`config.mk`:
```
export PLATFORM = sky130hd
export DESIGN_NAME = ws2812_frame_sched_flat
export DESIGN_NICKNAME = d
export VERILOG_FILES = /design/src/rtl/ws2812_frame_sched_pkg.sv /design/src/rtl/ws2812_frame_sched_if.sv /design/src/rtl/ws2812_frame_sched_timer.sv /design/src/rtl/ws2812_frame_sched.sv /design/src/flat_wrapper.sv
export SDC_FILE = /design/constraint.sdc
export NUM_CORES = 1
export LEC_CHECK = 0
export ABC_AREA = 1
export BUFFER_PORTS_ARGS = -buffer_cell sky130_fd_sc_hd__buf_4
export CAP_MARGIN = 20
export CORE_MARGIN = 2
export CORE_UTILIZATION = 40
export DETAILED_ROUTE_END_ITERATION = 12
export PLACE_DENSITY = 0.68
export SYNTH_ARGS = -nofsm -noshare
export SYNTH_HDL_FRONTEND = slang
export SYNTH_SLANG_ARGS = --single-unit
```
`constraint.sdc`:
```
create_clock -name clk -period 2.4 [get_ports clk]
set_input_delay 0.48 -clock clk [delete_from_list [all_inputs] [get_ports clk]]
set_output_delay 0.48 -clock clk [all_outputs]
set_load 0.03 [all_outputs]
```
`src/rtl/ws2812_frame_sched_pkg.sv`:
```
// Shared types and constants for the WS2812B frame scheduler.
package ws2812_pkg;

  typedef enum logic [2:0] {
    IDLE,
    FETCH,
    LOAD,
    WAIT_SER,
    LATCH
  } sched_state_t;

  localparam int COLOR_W              = 24;
  localparam int ORIENT_W             = 32;
  localparam int TIMER_W              = 11;
  localparam int DEFAULT_LATCH_CYCLES = 2000;
  localparam int DEFAULT_SER_TIMEOUT  = 2047;

endpackage

```
`src/rtl/ws2812_frame_sched_if.sv`:
```
// Pixel lookup and serializer handshake between the scheduler (master) and the datapath (slave).
interface ws2812_frame_sched_if
  import ws2812_pkg::*;
#(
  parameter int PIX_W = 6
);

  logic [PIX_W-1:0]   pix_index;
  logic [COLOR_W-1:0] pix_color;
  logic               ser_load;
  logic [COLOR_W-1:0] ser_data;
  logic               ser_done;

  modport master (
    output pix_index, ser_load, ser_data,
    input  pix_color, ser_done
  );

  modport slave (
    input  pix_index, ser_load, ser_data,
    output pix_color, ser_done
  );

endinterface

```
`src/rtl/ws2812_frame_sched_timer.sv`:
```
// Loadable 11-bit down-counter shared by the lookup wait, serializer timeout and latch gap.
module ws2812_cycle_timer
  import ws2812_pkg::*;
(
  input  logic               clk,
  input  logic               reset,
  input  logic               load_i,
  input  logic [TIMER_W-1:0] load_value_i,
  output logic               zero_o,
  output logic               one_o
);

  logic [TIMER_W-1:0] count_q;
  logic [TIMER_W-1:0] count_d;

  // Load wins over counting; the counter parks at zero until reloaded.
  always_comb begin
    count_d = count_q;
    if (load_i) begin
      count_d = load_value_i;
    end else if (count_q != '0) begin
      count_d = count_q - 1'b1;
    end
  end

  always_ff @(posedge clk) begin
    if (reset) begin
      count_q <= '0;
    end else begin
      count_q <= count_d;
    end
  end

  assign zero_o = (count_q == '0);
  assign one_o  = (count_q == TIMER_W'(1));

endmodule

```
`src/rtl/ws2812_frame_sched.sv`:
```
// WS2812B frame scheduler: fetches each pixel colour, hands it to the serializer, then holds the latch gap.
// Define WS_AUTO_REFRESH_EN to start the next frame straight after every latch gap (frame_req ignored).
module ws2812_frame_sched
  import ws2812_pkg::*;
#(
  parameter int NUM_PIXELS   = 64,
  parameter int LOOKUP_LAT   = 1,
  parameter int LATCH_CYCLES = DEFAULT_LATCH_CYCLES,
  parameter int SER_TIMEOUT  = DEFAULT_SER_TIMEOUT,
  parameter int PIX_W        = $clog2(NUM_PIXELS)
) (
  input  logic                clk,
  input  logic                reset,
  input  logic                frame_req,
  input  logic [ORIENT_W-1:0] orient_in,
  input  logic                orient_valid,
  output logic [ORIENT_W-1:0] orient_active,
  output logic                busy,
  output logic                frame_done,
  output logic                err_timeout,
  ws2812_frame_sched_if.master pix_bus
);

`ifdef WS_AUTO_REFRESH_EN
  localparam bit AUTO_REFRESH = 1'b1;
`else
  localparam bit AUTO_REFRESH = 1'b0;
`endif

  localparam logic [PIX_W-1:0]   LAST_PIX   = PIX_W'(NUM_PIXELS - 1);
  localparam logic [TIMER_W-1:0] FETCH_WAIT = TIMER_W'(LOOKUP_LAT);
  localparam logic [TIMER_W-1:0] SER_WAIT   = TIMER_W'(SER_TIMEOUT);
  localparam logic [TIMER_W-1:0] LATCH_WAIT = TIMER_W'(LATCH_CYCLES - 1);
  localparam bit                 LATCH_ONE  = (LATCH_CYCLES <= 1);

  sched_state_t        state_q;
  logic [PIX_W-1:0]    pix_index_q;
  logic [COLOR_W-1:0]  ser_data_q;
  logic                ser_load_q;
  logic                busy_q;
  logic                frame_done_q;
  logic                err_timeout_q;
  logic                pend_f_q;
  logic                pend_o_q;
  logic [ORIENT_W-1:0] orient_pending_q;
  logic [ORIENT_W-1:0] orient_active_q;

  logic               idle_start;
  logic               frame_start;
  logic               last_pix;
  logic               ser_timeout;
  logic               timer_load;
  logic [TIMER_W-1:0] timer_value;
  logic               timer_zero;
  logic               timer_one;

  ws2812_cycle_timer u_timer (
    .clk          (clk),
    .reset        (reset),
    .load_i       (timer_load),
    .load_value_i (timer_value),
    .zero_o       (timer_zero),
    .one_o        (timer_one)
  );

  // The serializer timeout counts from the ser_load cycle and aborts on the edge the counter hits zero.
  always_comb begin
    idle_start  = AUTO_REFRESH || frame_req || pend_f_q;
    last_pix    = (pix_index_q == LAST_PIX);
    ser_timeout = timer_one || timer_zero;
    frame_start = ((state_q == IDLE) && idle_start) ||
                  ((state_q == LATCH) && timer_zero && AUTO_REFRESH);
    timer_load  = 1'b0;
    timer_value = FETCH_WAIT;
    case (state_q)
      IDLE:     timer_load = idle_start;
      FETCH: begin
        if (timer_zero) begin
          timer_load  = 1'b1;
          timer_value = SER_WAIT;
        end
      end
      WAIT_SER: begin
        if (pix_bus.ser_done) begin
          timer_load  = 1'b1;
          timer_value = last_pix ? LATCH_WAIT : FETCH_WAIT;
        end else if (ser_timeout) begin
          timer_load  = 1'b1;
          timer_value = LATCH_WAIT;
        end
      end
      LATCH:    timer_load = timer_zero && AUTO_REFRESH;
      default:  timer_load = 1'b0;
    endcase
  end

  always_ff @(posedge clk) begin
    if (reset) begin
      state_q       <= IDLE;
      pix_index_q   <= '0;
      ser_data_q    <= '0;
      ser_load_q    <= 1'b0;
      busy_q        <= 1'b0;
      frame_done_q  <= 1'b0;
      err_timeout_q <= 1'b0;
      pend_f_q      <= 1'b0;
    end else begin
      ser_load_q   <= 1'b0;
      frame_done_q <= 1'b0;
      if (!AUTO_REFRESH && frame_req && (state_q != IDLE)) begin
        pend_f_q <= 1'b1;
      end
      case (state_q)
        IDLE: begin
          pix_index_q <= '0;
          if (idle_start) begin
            state_q  <= FETCH;
            pend_f_q <= 1'b0;
            busy_q   <= 1'b1;
          end
        end
        FETCH: begin
          if (timer_zero) begin
            ser_data_q <= pix_bus.pix_color;
            ser_load_q <= 1'b1;
            state_q    <= LOAD;
          end
        end
        LOAD: state_q <= WAIT_SER;
        WAIT_SER: begin
          if (pix_bus.ser_done) begin
            if (last_pix) begin
              state_q      <= LATCH;
              frame_done_q <= LATCH_ONE;
            end else begin
              pix_index_q <= pix_index_q + 1'b1;
              state_q     <= FETCH;
            end
          end else if (ser_timeout) begin
            err_timeout_q <= 1'b1;
            state_q       <= LATCH;
            frame_done_q  <= LATCH_ONE;
          end
        end
        // frame_done is raised one cycle early so it lands on the final latch cycle.
        LATCH: begin
          frame_done_q <= timer_one;
          if (timer_zero) begin
            if (AUTO_REFRESH) begin
              pix_index_q <= '0;
              state_q     <= FETCH;
            end else begin
              state_q <= IDLE;
              busy_q  <= 1'b0;
            end
          end
        end
        default: begin
          state_q <= IDLE;
          busy_q  <= 1'b0;
        end
      endcase
    end
  end

  // A same-cycle orient_valid bypasses the pending copy at frame start.
  always_ff @(posedge clk) begin
    if (reset) begin
      pend_o_q         <= 1'b0;
      orient_pending_q <= '0;
      orient_active_q  <= '0;
    end else begin
      if (orient_valid) begin
        orient_pending_q <= orient_in;
        pend_o_q         <= 1'b1;
      end
      if (frame_start) begin
        if (orient_valid) begin
          orient_active_q <= orient_in;
          pend_o_q        <= 1'b0;
        end else if (pend_o_q) begin
          orient_active_q <= orient_pending_q;
          pend_o_q        <= 1'b0;
        end
      end
    end
  end

  assign orient_active     = orient_active_q;
  assign busy              = busy_q;
  assign frame_done        = frame_done_q;
  assign err_timeout       = err_timeout_q;
  assign pix_bus.pix_index = pix_index_q;
  assign pix_bus.ser_load  = ser_load_q;
  assign pix_bus.ser_data  = ser_data_q;

endmodule

```
`src/flat_wrapper.sv`:
```
// flat-port wrapper written by rule: the top's interface ports become plain ports
module ws2812_frame_sched_flat import ws2812_pkg::*;
#(
  parameter int NUM_PIXELS   = 64,
  parameter int LOOKUP_LAT   = 1,
  parameter int LATCH_CYCLES = DEFAULT_LATCH_CYCLES,
  parameter int SER_TIMEOUT  = DEFAULT_SER_TIMEOUT,
  parameter int PIX_W        = $clog2(NUM_PIXELS)
)
  (clk, reset, frame_req, orient_in, orient_valid, orient_active, busy, frame_done, err_timeout, pix_bus_pix_index, pix_bus_ser_load, pix_bus_ser_data, pix_bus_pix_color, pix_bus_ser_done);
  ws2812_frame_sched_if #(.PIX_W(PIX_W)) pix_bus_i ();
  input  logic clk;
  input  logic reset;
  input  logic frame_req;
  input  logic [ORIENT_W-1:0] orient_in;
  input  logic orient_valid;
  output logic [ORIENT_W-1:0] orient_active;
  output logic busy;
  output logic frame_done;
  output logic err_timeout;
  output wire logic [$bits(pix_bus_i.pix_index)-1:0] pix_bus_pix_index;
  output wire logic [$bits(pix_bus_i.ser_load)-1:0] pix_bus_ser_load;
  output wire logic [$bits(pix_bus_i.ser_data)-1:0] pix_bus_ser_data;
  input wire logic [$bits(pix_bus_i.pix_color)-1:0] pix_bus_pix_color;
  input wire logic [$bits(pix_bus_i.ser_done)-1:0] pix_bus_ser_done;
  assign pix_bus_pix_index = pix_bus_i.pix_index;
  assign pix_bus_ser_load = pix_bus_i.ser_load;
  assign pix_bus_ser_data = pix_bus_i.ser_data;
  assign pix_bus_i.pix_color = pix_bus_pix_color;
  assign pix_bus_i.ser_done = pix_bus_ser_done;
  ws2812_frame_sched #(.NUM_PIXELS(NUM_PIXELS), .LOOKUP_LAT(LOOKUP_LAT), .LATCH_CYCLES(LATCH_CYCLES), .SER_TIMEOUT(SER_TIMEOUT), .PIX_W(PIX_W)) u_core (.clk(clk), .reset(reset), .frame_req(frame_req), .orient_in(orient_in), .orient_valid(orient_valid), .orient_active(orient_active), .busy(busy), .frame_done(frame_done), .err_timeout(err_timeout), .pix_bus(pix_bus_i));
endmodule
```
==> Word-level counts from Yosys, hierarchy flattened <==
Index checks and enable logic that the tools add are counted.
W data, S select, Z words.
{ "classes": {"addsub": 2, "n_mul": 0, "n_div": 0, "order_cmp": 0, "eq_ne": 12, "shifts": 0, "muxes": 33, "n_bitwise": 4, "n_reduce_logical": 20} }
{ "op_table": {"columns": ["operator", "count"], "rows": [
  ["$mux W11", 6],
  ["$mux W32", 2],
  ["$pmux W11 S2", 1],
  ["$mux W3", 6],
  ["$pmux W3 S5", 1],
  ["$mux W1", 12],
  ["$mux W6", 2],
  ["$pmux W6 S2", 1],
  ["$eq A11 B1 Y1 const B", 1],
  ["$logic_not A11 Y1", 1],
  ["$reduce_bool A11 Y1", 1],
  ["$sub A11 B1 Y11 const B", 1],
  ["$reduce_and A3 Y1", 3],
  ["$add A6 B1 Y6 const B", 1],
  ["$eq A3 B2 Y1 const B", 2],
  ["$eq A6 B6 Y1 const B", 1],
  ["$ne A2 B1 Y1 const B", 3],
  ["$pmux W1 S3", 2],
  ["$reduce_bool A2 Y1", 3],
  ["$ne A2 B2 Y1 const B", 2],
  ["$not A1 Y1", 4],
  ["$reduce_and A2 Y1", 2],
  ["$reduce_and A4 Y1", 1],
  ["$reduce_or A2 Y1", 2],
  ["other kinds (8)", 10]
]} }
{ "totals": {"register_bits": 114, "latchBits": 0, "ramBits": 0, "romBits": 0, "in_bits": 61, "out_inout_bits": 66, "wordCells": 83, "mem_count": 0} }

==> Longest topological paths before layout <==
{ "depth": {"word_depth": 6, "ltp_mapped": 12, "depth_no_buf": 12} }

==> By module <==
A second synthesis with hierarchy kept.
{ "unflattened": {"hier_cells": 637, "area_unflattened_um2": 4890.9} }
{ "by_module_without_submodules": {"columns": ["mod", "n_inst", "cells_each", "area_per_inst_um2", "seq_area_each_um2"], "rows": [
  ["ws2812_frame_sched", 1, 536, 4189.0, 2062.0],
  ["ws2812_cycle_timer", 1, 101, 701.9, 220.2]
]} }

==> Worst setup path after synthesis <==
Ideal clock, no wire load.
{ "synth_path": {"path_type": "register -> register", "start": "register u_core.u_timer.count_q[0]", "end": "register u_core.u_timer.count_q[1]", "setup_time_ns": 0.111, "t_arrival_ns": 1.472, "required_time_ns": 2.289, "path_slack_ns": 0.817, "stages_incl_launch_ff": 11, "n_path_buf": 0, "synth_period_minus_slack_ns": 1.583, "path_cell_list": "dfxtp_1 inv_1 ha_1 inv_1 nor2_2 o21ai_2 nand2_2 a21boi_2 nand2_1 nor2_1 nor2_1"} }
{ "synth_via": {"elab_chain_len": 6, "elab_cells_between_ends": 16, "cone_classes": "add/sub (1); eq/ne (1); mux (10); reduce/logical (4)"} }
{ "synth_lines": {"columns": ["item", "line", "source"], "rows": [
  ["start, declared", "ws2812_frame_sched_timer.sv:13", "logic [TIMER_W-1:0] count_q;"],
  ["start signal, assigned", "ws2812_frame_sched_timer.sv:30", "count_q <= count_d;"],
  ["$eq A11 B1 Y1 / $logic_not A11 Y1 (equally long branches)", "ws2812_frame_sched_timer.sv:35, ws2812_frame_sched_timer.sv:34", null],
  ["$logic_or A1 B1 Y1", "ws2812_frame_sched.sv:70", "ser_timeout = timer_one || timer_zero;"],
  ["$mux W1 / $mux W11 (equally long branches)", "ws2812_frame_sched.sv:87", "end else if (ser_timeout) begin"],
  ["$mux W1 / $mux W11 (equally long branches)", "ws2812_frame_sched.sv:84", "if (pix_bus.ser_done) begin"],
  ["$pmux W1 S3 / $pmux W11 S2 (equally long branches)", "ws2812_frame_sched.sv:75", "case (state_q)"],
  ["$mux W11 / $reduce_bool A2 Y1 (equally long branches)", null, null]
]} }
Parallel ways exist; a longest one is shown, timed or not. The select of a mux whose other input is x is not followed.
A chain may end at the register's enable or synchronous reset.

==> Worst setup path after layout <==
Ends and elaborated chain as after synthesis.

==> summary.txt <==
STA
  – RSZ-0062 raised after global routing: no
  – Slew HR: 0.499
  – Fin crit period: 1920 ps
  – Fmax: 0.521 GHz
  – TNS Setup: 0 ps
  – Fin. max-slew vios: 0
  – Fin Clk Skew: 10.6 ps
  – Final setup viols: 0
  – Period utilization: 0.800
  – Final hold violation count: 0
  – Slew @ Worst Pin: 751 ps

CTS
  – Post-cts hold buffer count: 0
  – Root Buffer: clkbuf_16
  – Post-cts resize count: 0
  – H-tree depth: 4
  – CTS Sinks: 114
  – Worst skew pair latency: 400 ps
  – Longest Clk Path Bufs: 2
  – Clk pin slew, worst setup/hold paths: 50 ps
  – TritonCTS Buffers: 17
  – CTS tree: built
  – Postcts setup bufs: 0

Floorplanning
  – I/O Pins: 127
  – Die Wd: 111 um
  – Initial Utilization: 0.408
  – Standard-cell row count: 39
  – Die Height: 111 um
  – Core area: 11300 um2
  – Die ar.: 12400 um2

Synth
  – Synth area leaders: dfxtp_1, a21oi_1, mux2i_1
  – Post-synthesis mux area share: 0.0694
  – Flops & latches, synth: 114
  – Xor/xnor cell area share of the yosys netlist: 0.0133
  – Synthesized Nets: 625
  – Yosys cell types: 32
  – Largest family of logic cells by synthesized area: simple AND/OR/NAND/NOR gates
  – Dominant cell type by area after synthesis: dfxtp_1
  – Synth Area in Compound Gates: 0.111
  – Top cell type's share of synthesized area: 0.495
  – Post-synthesis adder-cell area fraction: 0.0108
  – Register area share after synthesis: 0.495
  – Post-Syn Area: 4610 um2
  – Synth warn: 0
  – Synth Area in Simple Gates: 0.229
  – Cells after synthesis: 560
  – Avg Synthesized Cell Area: 8.24 um2

Global route
  – Vias in the first global route: 3791
  – Total GRT Usage: 0.169
  – Initial antenna violation count: 0
  – Gr ovfl total: 0
  – Largest net degree at the start of global routing: 65
  – First-pass GRT wire length: 17300 um

Routing
  – Total wire length: 10500 um
  – Drt via density: 4.70
  – DRC: 0
  – ANT nets after route: 0
  – Initial DRC count: 206
  – Routed via count: 3931
  – Routed len/inst: 12.6 um
  – First-pass detailed-route iteration total: 7

Run
  – Max-Cap Viols: 0

Worst setup path
  – Worst EP arrival: 2210 ps
  – Setup crit start kind: register
  – Critical Path Sink Type: register
  – Critical path type: reg2reg
  – Crit-path max FO: 8
  – Req. time, crit path: 2690 ps

Placement
  – Routability Congestion: 0.836
  – Post-DP HPWL: 7080 um
  – DP Area: 5630 um2
  – # port buffers: 126

Power and ir drop
  – Total Power: 6.61 mW
  – P_leak: 2.77 nW
  – Power per cell area: 1070 nW/um2
  – Max VDD drop: 703 uV

Final layout
  – Most common library cell in the layout ignoring fill and taps: buf_4
  – Area growth, synth to finish: 34.4%
  – Fillers: 1070
  – Diode count: 0
  – Most frequent cells in the layout: buf_4, dfxtp_1, nand2_1, nor2_1, a21oi_1
  – Fraction of layout cells with a size suffix above 1: 0.270
  – # nets final: 745
  – Fin area: 6200 um2

Status
  – Status: finished, final reports clean

Min path
  – Hold/Removal Path Class: in2reg
cells by family after synthesis:
family | count (synthesis)
adder cells (fa/ha/maj) | 4
AND/OR/NAND/NOR | 224
buffers and inverters | 80
XOR/XNOR | 7
AO/OA/AOI/OAI | 99
multiplexers | 32
flip-flops | 114
synthesized netlist by cell type:
library cell  count
a211oi_1          2
a21boi_2          1
a21oi_1          65
a21oi_2           1
buf_2             9
buf_4             1
buf_6             2
clkbuf_1         16
dfxtp_1         114
ha_1              4
inv_1            47
inv_2             5
mux2i_1          32
nand2_1          76
nand2_2           8
nand3_1          16
nand3_4           2
nand3b_1          2
nand4_1           5
nor2_1           72
nor2_2            3
nor2_4            1
nor2_8            1
nor3_1            2
nor3_2            1
nor4_1            2
o21ai_0          29
o21ai_2           1
or2_1            28
or2_2             5
xnor2_1           1
xor2_1            6
where the power goes:
part	total, mW	internal (mW)	switching [mW]
combinational	1.90	0.696	1.21
sequential	2.28	2.14	0.138
clock	2.42	1.57	0.851
cell type report:
type,count,area [um2],area share
flip-flops and latches,114,2280,0.368
multi-input cells,366,2000,0.323
repair buffers,129,968,0.156
clock buffers,22,464,0.0749
inverters,52,195,0.0315
well taps,143,179,0.0289
clock inverters,10,109,0.0176
registers in the layout, summed over array words and instances (netlist names), 3 cells and up:
signal	flops
u_core.state_q	3
u_core.orient_pending_q	32
u_core.u_timer.count_q	11
u_core.pix_bus.pix_index	6
u_core.orient_active	32
u_core.pix_bus.ser_data	24
per-stage QoR:
stage	util	hold slack (ps)	worst slack (ps)	instances
2_1_floorplan	-	440	817	560
3_3_place_gp	0.497	434	513	804
3_5_place_dp	0.497	437	465	804
4_1_cts	0.548	309	475	836
5_1_grt	0.548	328	302	836
6_report	0.548	321	479	836
worst paths after layout:
check / end / from / slack, ps / depth (start not counted)
worst max-delay path: u_core.u_timer.count_q[1] / u_core.u_timer.count_q[0] / 480 / 10
worst min-delay path: u_core.pend_f_q / frame_req / 320 / 3
worst max register to register: u_core.u_timer.count_q[1] / u_core.u_timer.count_q[0] / 480 / 10
worst min register to register: u_core.pix_bus.ser_data[0] / u_core.pix_bus.ser_data[0] / 440 / 2
per-layer routing:
layer,vias to the layer above,share of wire,global-route usage
li1,2031,-,-
met1,1793,0.46,0.202
met2,88,0.47,0.285
met3,19,0.050,0.0555
met4,0,0.019,0.0634
met5,-,0,0
critical path, stage by stage, from the launching register on:
cell	delay [ps]
dfxtp_1	390
inv_1	150
ha_1	230
inv_1	80
nor2_2	70
o21ai_2	180
nand2_2	90
a21boi_2	360
nand2_1	100
nor2_1	100
nor2_1	50
(Power assumes the default switching activity.)
